$ cat src/rtl/multi_cycle_controller_pkg.sv
// Shared encodings for the multi-cycle accumulator CPU controller.
// Holds the ALU operation codes driven on ALU_opc, the instruction opcode
// values found in IR[15:12], and the controller state type.
// No ports; imported by the interface, the controller and its decoder.
package cpu_defs;

  // ALU operation encodings
  localparam logic [2:0] ALU_PASS_B = 3'b000;
  localparam logic [2:0] ALU_PASS_A = 3'b001;
  localparam logic [2:0] ALU_ADD    = 3'b010;
  localparam logic [2:0] ALU_SUB    = 3'b011; // B - A, i.e. MDR - ACC in EXEC
  localparam logic [2:0] ALU_AND    = 3'b100;
  localparam logic [2:0] ALU_OR     = 3'b101;
  localparam logic [2:0] ALU_NOT    = 3'b110;

  // Instruction opcodes; every value above OP_NOT is treated as a NOP
  localparam logic [3:0] OP_LOAD  = 4'b0000;
  localparam logic [3:0] OP_STORE = 4'b0001;
  localparam logic [3:0] OP_JMP   = 4'b0010;
  localparam logic [3:0] OP_BZ    = 4'b0011;
  localparam logic [3:0] OP_ADD   = 4'b0100;
  localparam logic [3:0] OP_SUB   = 4'b0101;
  localparam logic [3:0] OP_AND   = 4'b0110;
  localparam logic [3:0] OP_OR    = 4'b0111;
  localparam logic [3:0] OP_NOT   = 4'b1000;

  // Controller states
  typedef enum logic [2:0] {
    ST_FETCH  = 3'd0,
    ST_DECODE = 3'd1,
    ST_MEM_RD = 3'd2,
    ST_MEM_WR = 3'd3,
    ST_EXEC   = 3'd4
  } state_t;

  // True for instructions that fetch an operand from memory before EXEC
  function automatic logic needsMemRead(input logic [3:0] op);
    return (op == OP_LOAD) || (op == OP_ADD) || (op == OP_SUB) ||
           (op == OP_AND)  || (op == OP_OR);
  endfunction

endpackage

$ cat src/rtl/multi_cycle_controller_if.sv
// Control bus between the multi-cycle controller and its datapath.
// Datapath -> controller: opcode (IR[15:12]), Zero (ALU zero flag),
//   mem_ready (memory access completes this cycle).
// Controller -> datapath: ALU_opc, ALU_srcA, ALU_srcB, IorD, MemRead,
//   MemWrite, IR_write, PC_write, ACC_write, PC_src, instr_done.
// The controller uses the master modport, the datapath the slave modport.
interface multi_cycle_controller_if;
  import cpu_defs::*;

  logic [3:0] opcode;
  logic       Zero;
  logic       mem_ready;

  logic [2:0] ALU_opc;
  logic       ALU_srcA;
  logic       ALU_srcB;
  logic       IorD;
  logic       MemRead;
  logic       MemWrite;
  logic       IR_write;
  logic       PC_write;
  logic       ACC_write;
  logic       PC_src;
  logic       instr_done;

  modport master (
    input  opcode, Zero, mem_ready,
    output ALU_opc, ALU_srcA, ALU_srcB, IorD, MemRead, MemWrite,
           IR_write, PC_write, ACC_write, PC_src, instr_done
  );

  modport slave (
    output opcode, Zero, mem_ready,
    input  ALU_opc, ALU_srcA, ALU_srcB, IorD, MemRead, MemWrite,
           IR_write, PC_write, ACC_write, PC_src, instr_done
  );

endinterface

$ cat src/rtl/multi_cycle_controller_alu_op_decoder.sv
// Maps an instruction opcode to the ALU operation used in the EXEC state.
// Ports:
//   opcode_i  [3:0] instruction opcode (IR[15:12])
//   alu_opc_o [2:0] ALU operation for EXEC
// Opcodes that never reach EXEC return the idle pass-A encoding.
module alu_op_decoder
  import cpu_defs::*;
(
  input  logic [3:0] opcode_i,
  output logic [2:0] alu_opc_o
);

  always_comb begin
    alu_opc_o = ALU_PASS_A;
    case (opcode_i)
      OP_LOAD: alu_opc_o = ALU_PASS_B;
      OP_ADD:  alu_opc_o = ALU_ADD;
      OP_SUB:  alu_opc_o = ALU_SUB;
      OP_AND:  alu_opc_o = ALU_AND;
      OP_OR:   alu_opc_o = ALU_OR;
      OP_NOT:  alu_opc_o = ALU_NOT;
      default: alu_opc_o = ALU_PASS_A;
    endcase
  end

endmodule

$ cat src/rtl/multi_cycle_controller.sv
// Multi-cycle control unit for a 16-bit accumulator CPU.
// Sequences FETCH -> DECODE -> (MEM_RD -> EXEC | MEM_WR | EXEC) -> FETCH
// and drives all datapath control lines combinationally from the state,
// the opcode, Zero and mem_ready.
// Ports:
//   clk  single rising-edge clock
//   rst  synchronous active-high reset
//   bus  control bus (master side), see multi_cycle_controller_if
module multi_cycle_controller
  import cpu_defs::*;
(
  input  logic                     clk,
  input  logic                     rst,
  multi_cycle_controller_if.master bus
);

  state_t     state_q, state_d;
  logic [2:0] execOpc;

  logic [2:0] aluOpc;
  logic       srcA, srcB, iorD, memRead, memWrite;
  logic       irWrite, pcWrite, accWrite, pcSrc, instrDone;

  alu_op_decoder u_alu_op_decoder (
    .opcode_i  (bus.opcode),
    .alu_opc_o (execOpc)
  );

  always_ff @(posedge clk) begin
    if (rst) state_q <= ST_FETCH;
    else     state_q <= state_d;
  end

  always_comb begin
    state_d   = state_q;
    aluOpc    = ALU_PASS_A;
    srcA      = 1'b0;
    srcB      = 1'b0;
    iorD      = 1'b0;
    memRead   = 1'b0;
    memWrite  = 1'b0;
    irWrite   = 1'b0;
    pcWrite   = 1'b0;
    accWrite  = 1'b0;
    pcSrc     = 1'b0;
    instrDone = 1'b0;

    case (state_q)
      // Read the instruction at PC and compute PC+1 in the same cycle;
      // IR and PC update only on the cycle memory completes.
      ST_FETCH: begin
        memRead = 1'b1;
        srcB    = 1'b1;
        aluOpc  = ALU_ADD;
        irWrite = bus.mem_ready;
        pcWrite = bus.mem_ready;
        if (bus.mem_ready) state_d = ST_DECODE;
      end

      // ACC passes through the ALU so Zero reflects ACC==0 for BZ.
      ST_DECODE: begin
        srcA    = 1'b1;
        aluOpc  = ALU_PASS_A;
        pcSrc   = 1'b1;
        pcWrite = (bus.opcode == OP_JMP) || ((bus.opcode == OP_BZ) && bus.Zero);
        if (needsMemRead(bus.opcode)) begin
          state_d = ST_MEM_RD;
        end else if (bus.opcode == OP_STORE) begin
          state_d = ST_MEM_WR;
        end else if (bus.opcode == OP_NOT) begin
          state_d = ST_EXEC;
        end else begin
          state_d   = ST_FETCH;
          instrDone = 1'b1;
        end
      end

      ST_MEM_RD: begin
        iorD    = 1'b1;
        memRead = 1'b1;
        if (bus.mem_ready) state_d = ST_EXEC;
      end

      ST_MEM_WR: begin
        iorD     = 1'b1;
        memWrite = 1'b1;
        if (bus.mem_ready) begin
          state_d   = ST_FETCH;
          instrDone = 1'b1;
        end
      end

      ST_EXEC: begin
        srcA      = 1'b1;
        srcB      = 1'b0;
        accWrite  = 1'b1;
        aluOpc    = execOpc;
        state_d   = ST_FETCH;
        instrDone = 1'b1;
      end

      default: state_d = ST_FETCH;
    endcase

    // Reset abandons whatever is in flight: no strobes or writes, and the
    // mux selects settle to their FETCH values.
    if (rst) begin
      state_d   = ST_FETCH;
      aluOpc    = ALU_ADD;
      srcA      = 1'b0;
      srcB      = 1'b1;
      iorD      = 1'b0;
      pcSrc     = 1'b0;
      memRead   = 1'b0;
      memWrite  = 1'b0;
      irWrite   = 1'b0;
      pcWrite   = 1'b0;
      accWrite  = 1'b0;
      instrDone = 1'b0;
    end
  end

  assign bus.ALU_opc    = aluOpc;
  assign bus.ALU_srcA   = srcA;
  assign bus.ALU_srcB   = srcB;
  assign bus.IorD       = iorD;
  assign bus.MemRead    = memRead;
  assign bus.MemWrite   = memWrite;
  assign bus.IR_write   = irWrite;
  assign bus.PC_write   = pcWrite;
  assign bus.ACC_write  = accWrite;
  assign bus.PC_src     = pcSrc;
  assign bus.instr_done = instrDone;

endmodule

$ cat src/flat_wrapper.sv
// flat-port wrapper written by rule: the top's interface ports become plain ports
module multi_cycle_controller_flat import cpu_defs::*;
  (clk, rst, bus_opcode, bus_Zero, bus_mem_ready, bus_ALU_opc, bus_ALU_srcA, bus_ALU_srcB, bus_IorD, bus_MemRead, bus_MemWrite, bus_IR_write, bus_PC_write, bus_ACC_write, bus_PC_src, bus_instr_done);
  multi_cycle_controller_if bus_i ();
  input  logic clk;
  input  logic rst;
  input wire logic [$bits(bus_i.opcode)-1:0] bus_opcode;
  input wire logic [$bits(bus_i.Zero)-1:0] bus_Zero;
  input wire logic [$bits(bus_i.mem_ready)-1:0] bus_mem_ready;
  output wire logic [$bits(bus_i.ALU_opc)-1:0] bus_ALU_opc;
  output wire logic [$bits(bus_i.ALU_srcA)-1:0] bus_ALU_srcA;
  output wire logic [$bits(bus_i.ALU_srcB)-1:0] bus_ALU_srcB;
  output wire logic [$bits(bus_i.IorD)-1:0] bus_IorD;
  output wire logic [$bits(bus_i.MemRead)-1:0] bus_MemRead;
  output wire logic [$bits(bus_i.MemWrite)-1:0] bus_MemWrite;
  output wire logic [$bits(bus_i.IR_write)-1:0] bus_IR_write;
  output wire logic [$bits(bus_i.PC_write)-1:0] bus_PC_write;
  output wire logic [$bits(bus_i.ACC_write)-1:0] bus_ACC_write;
  output wire logic [$bits(bus_i.PC_src)-1:0] bus_PC_src;
  output wire logic [$bits(bus_i.instr_done)-1:0] bus_instr_done;
  assign bus_i.opcode = bus_opcode;
  assign bus_i.Zero = bus_Zero;
  assign bus_i.mem_ready = bus_mem_ready;
  assign bus_ALU_opc = bus_i.ALU_opc;
  assign bus_ALU_srcA = bus_i.ALU_srcA;
  assign bus_ALU_srcB = bus_i.ALU_srcB;
  assign bus_IorD = bus_i.IorD;
  assign bus_MemRead = bus_i.MemRead;
  assign bus_MemWrite = bus_i.MemWrite;
  assign bus_IR_write = bus_i.IR_write;
  assign bus_PC_write = bus_i.PC_write;
  assign bus_ACC_write = bus_i.ACC_write;
  assign bus_PC_src = bus_i.PC_src;
  assign bus_instr_done = bus_i.instr_done;
  multi_cycle_controller u_core (.clk(clk), .rst(rst), .bus(bus_i));
endmodule
$ cat config.mk
export PLATFORM = sky130hd
export DESIGN_NAME = multi_cycle_controller_flat
export DESIGN_NICKNAME = d
export VERILOG_FILES = /design/src/rtl/multi_cycle_controller_pkg.sv /design/src/rtl/multi_cycle_controller_if.sv /design/src/rtl/multi_cycle_controller_alu_op_decoder.sv /design/src/rtl/multi_cycle_controller.sv /design/src/flat_wrapper.sv
export SDC_FILE = /design/constraint.sdc
export NUM_CORES = 1
export LEC_CHECK = 0
export CORE_AREA = 2 2 39 41
export CTS_CLUSTER_DIAMETER = 200
export DETAILED_ROUTE_END_ITERATION = 8
export DIE_AREA = 0 0 41 43
export HOLD_SLACK_MARGIN = 0.08
export PLACE_DENSITY = 0.69
export SLEW_MARGIN = 20
export SYNTH_ARGS = -nofsm -noshare
export SYNTH_HDL_FRONTEND = slang
export SYNTH_HIERARCHICAL = 1
export SYNTH_SLANG_ARGS = --single-unit
$ cat constraint.sdc
create_clock -name clk -period 2.4 [get_ports clk]
set_input_delay 0.72 -clock clk [delete_from_list [all_inputs] [get_ports clk]]
set_output_delay 0.72 -clock clk [all_outputs]
set_load 0.01 [all_outputs]
==> qor.yml <==
outcome:
  outcome: "finished, violations left"
  violations: "negative setup slack"
floorplan:
  rows: 14
  coreArea_um2: 1380
  io_pins: 21
  die_area_um2: 1760
  die_h_um: 43
  dieWidth_um: 41
  initial_core_util_pct: 30.5
synthesis:
  synthCells: 56
  syn_area_um2: 422
  synth_fp_nets: 64
  yosysWarnings: 6
  ys_types: 32
  synth_seq_cells: 3
  synth.avg_cell_area_um2: 7.53
  yosysSeqAreaShare_pct: 14.2
route:
  drt-vias-per-instance: 4.99
  drt_iter0_drc: 9
  dr_total_vias: 534
  routedWlPerCell_um: 12.2
  first_pass_iters: 4
  finalWirelength_um: 1310
  antenna_left: 0
  drc_errors: 0
clocking:
  clkSinkCount: 3
  clock_latency_ns: 0.23
  cts-root-buf: "clkbuf_4"
  cts_tree: "yes"
  clockBufferDepth: 2
  cts_hold_buffers: 0
  cts_made_buffers: 3
  cts.reportedPaths.clkPinSlew_ns: 0.04
  htree_levels: 1
final_layout:
  post-route-util_pct: 52.2
  layout_common_cells: "buf_4 (14), buf_2 (11), dlygate4sd2_1 (5), inv_1 (5), nand2_1 (4)"
  areaGrowthSynthToFinish_pct: 71.2
  largest-register: "u_core/state_q"
  final_common_cell: "buf_4"
  antennaDiodeCount: 0
  largest_register_ffs: 3
  fin_nets: 100
  drive_gt1_share_pct: 49.5
  top_regs: "u_core/state_q: 3 flops"
  final_cells: 107
timing:
  slew_headroom_pct: 57.4
  min_period_ns: 2.46
  tightest_slew_ns: 0.638
  setup_violations: 1
  worst_slack_ns: -0.0584
  fmax_mhz: 407
  finalMaxSlewViolations: 0
  fin_crit_sh_pct: 102
  final.setup_skew_ns: 0.000563
  final_hold_viol_count: 0
  rsz0062_at_grt: "true"
place:
  dp.cells: 100
  routabilityCongestion: 0.837
  dpl.hpwl_um: 917
  portBuffers: 20
global_routing:
  track_usage_pct: 18.0
  grt_pass1_wl_um: 2110
  use_met2_pct: 26.6
  grt_overflow: 0
  grt_pass1_vias: 498
  grt_max_degree: 13
  busiest_layer: "met2"
  use_met3_pct: 3.66
  antenna_found_initial: 0
  met1_usage_pct: 22.2
worst_setup_path:
  crit_arrival_ns: 1.74
  path_class: "input pin to output pin"
  path_max_fanout: 2
  endpoint_kind: "output pin"
  cp.required_ns: 1.68
  worst_setup_path_start_kind: "input pin"
power_and_ir_drop:
  p_per_area_nw_per_um2: 326
  vdd_drop_max_uv: 102
  p_leak_uw: 0.000361
worst_hold_path:
  holdCritPathClass: "register to register"
flow_run:
  max-cap-violations: 0
stage by stage:
step                hold slack, ns  area, um2  setup TNS, ns  power, uW  setup slack, ns
finish                       0.667        722        -0.0584        235          -0.0584
global route                 0.695        722         -0.120        251           -0.110
CTS                          0.668        714        -0.0985        240          -0.0670
detailed placement           0.663        694          -7.41        149           -0.875
global placement             0.645        694          -7.21        148           -0.837
floorplan                    0.523        422              0       99.6            0.122
power by group:
part	switching, uW	internal, uW
clock	26.7	62.3
sequential	4.62	52.2
combinational	42.5	46.9
Yosys cell counts:
cell | instances | area [um2]
nand2_1 | 4 | 15.0
nand3b_1 | 1 | 7.51
a21oi_1 | 2 | 10.0
inv_1 | 5 | 18.8
and2_1 | 1 | 6.26
a31oi_1 | 1 | 6.26
o32ai_1 | 1 | 8.76
or4b_1 | 1 | 10.0
nor2b_2 | 1 | 8.76
a211oi_2 | 1 | 12.5
nand2b_1 | 4 | 25.0
nor2_4 | 1 | 11.3
a21o_1 | 1 | 7.51
buf_4 | 2 | 15.0
nor2b_1 | 2 | 12.5
or2_1 | 1 | 6.26
nor3b_2 | 1 | 12.5
dfxtp_1 | 3 | 60.1
and3_2 | 1 | 7.51
o311ai_1 | 1 | 8.76
o21bai_1 | 1 | 7.51
nand3_1 | 2 | 10.0
o21ai_0 | 4 | 20.0
nor2_2 | 1 | 6.26
o31ai_1 | 1 | 7.51
buf_6 | 2 | 22.5
o21a_1 | 1 | 7.51
a311oi_2 | 1 | 15.0
nand2_2 | 1 | 6.26
nor2_1 | 4 | 15.0
nor3_1 | 2 | 10.0
nor4b_4 | 1 | 23.8
repair_timing:
action,in CTS,in global routing
endpoints found under the hold margin,0,0
pin swaps,4,5
setup buffers,3,0
endpoints found under the setup margin,13,5
gates resized for setup,63,4
worst max-delay path, stage by stage:
cell	delay, ns
buf_6	0.09
or4b_4	0.53
o21ai_1	0.08
nand2b_1	0.11
a21o_1	0.10
buf_2	0.12
layer usage:
metal / part of all wire, % / wire length [um]
met3: 5.7 / 75
met5: 0 / 0
met4: 3.1 / 40
met2: 49 / 633
met1: 43 / 556
cells by family after synthesis:
family / count (synthesis) / share of synthesized area, %
and+or+nand+nor: 29 / 46.0
AOI/OAI and AO/OA: 15 / 26.4
buffers and inverters: 9 / 13.4
DFF: 3 / 14.2
cell type report:
cell class                      instances  area, um2
Sequential cell                         3       60.1
Tap cell                               16       20.0
Multi-Input combinational cell         44        338
Fill cell                             142        662
Inverter                                5       18.8
Clock buffer                            4       26.3
Timing Repair Buffer                   35        259
final timing paths:
path,endpoint,from,depth (start not counted),slack (ns)
worst max-delay path,bus_ALU_opc[1],bus_opcode[2],6,-0.06
worst min register to register,u_core/state_q[2],u_core/state_q[0],2,0.67
worst max register to register,u_core/state_q[0],u_core/state_q[1],2,1.09
worst min-delay path,u_core/state_q[2],u_core/state_q[0],2,0.67
Power figures use the tool's default switching activity.
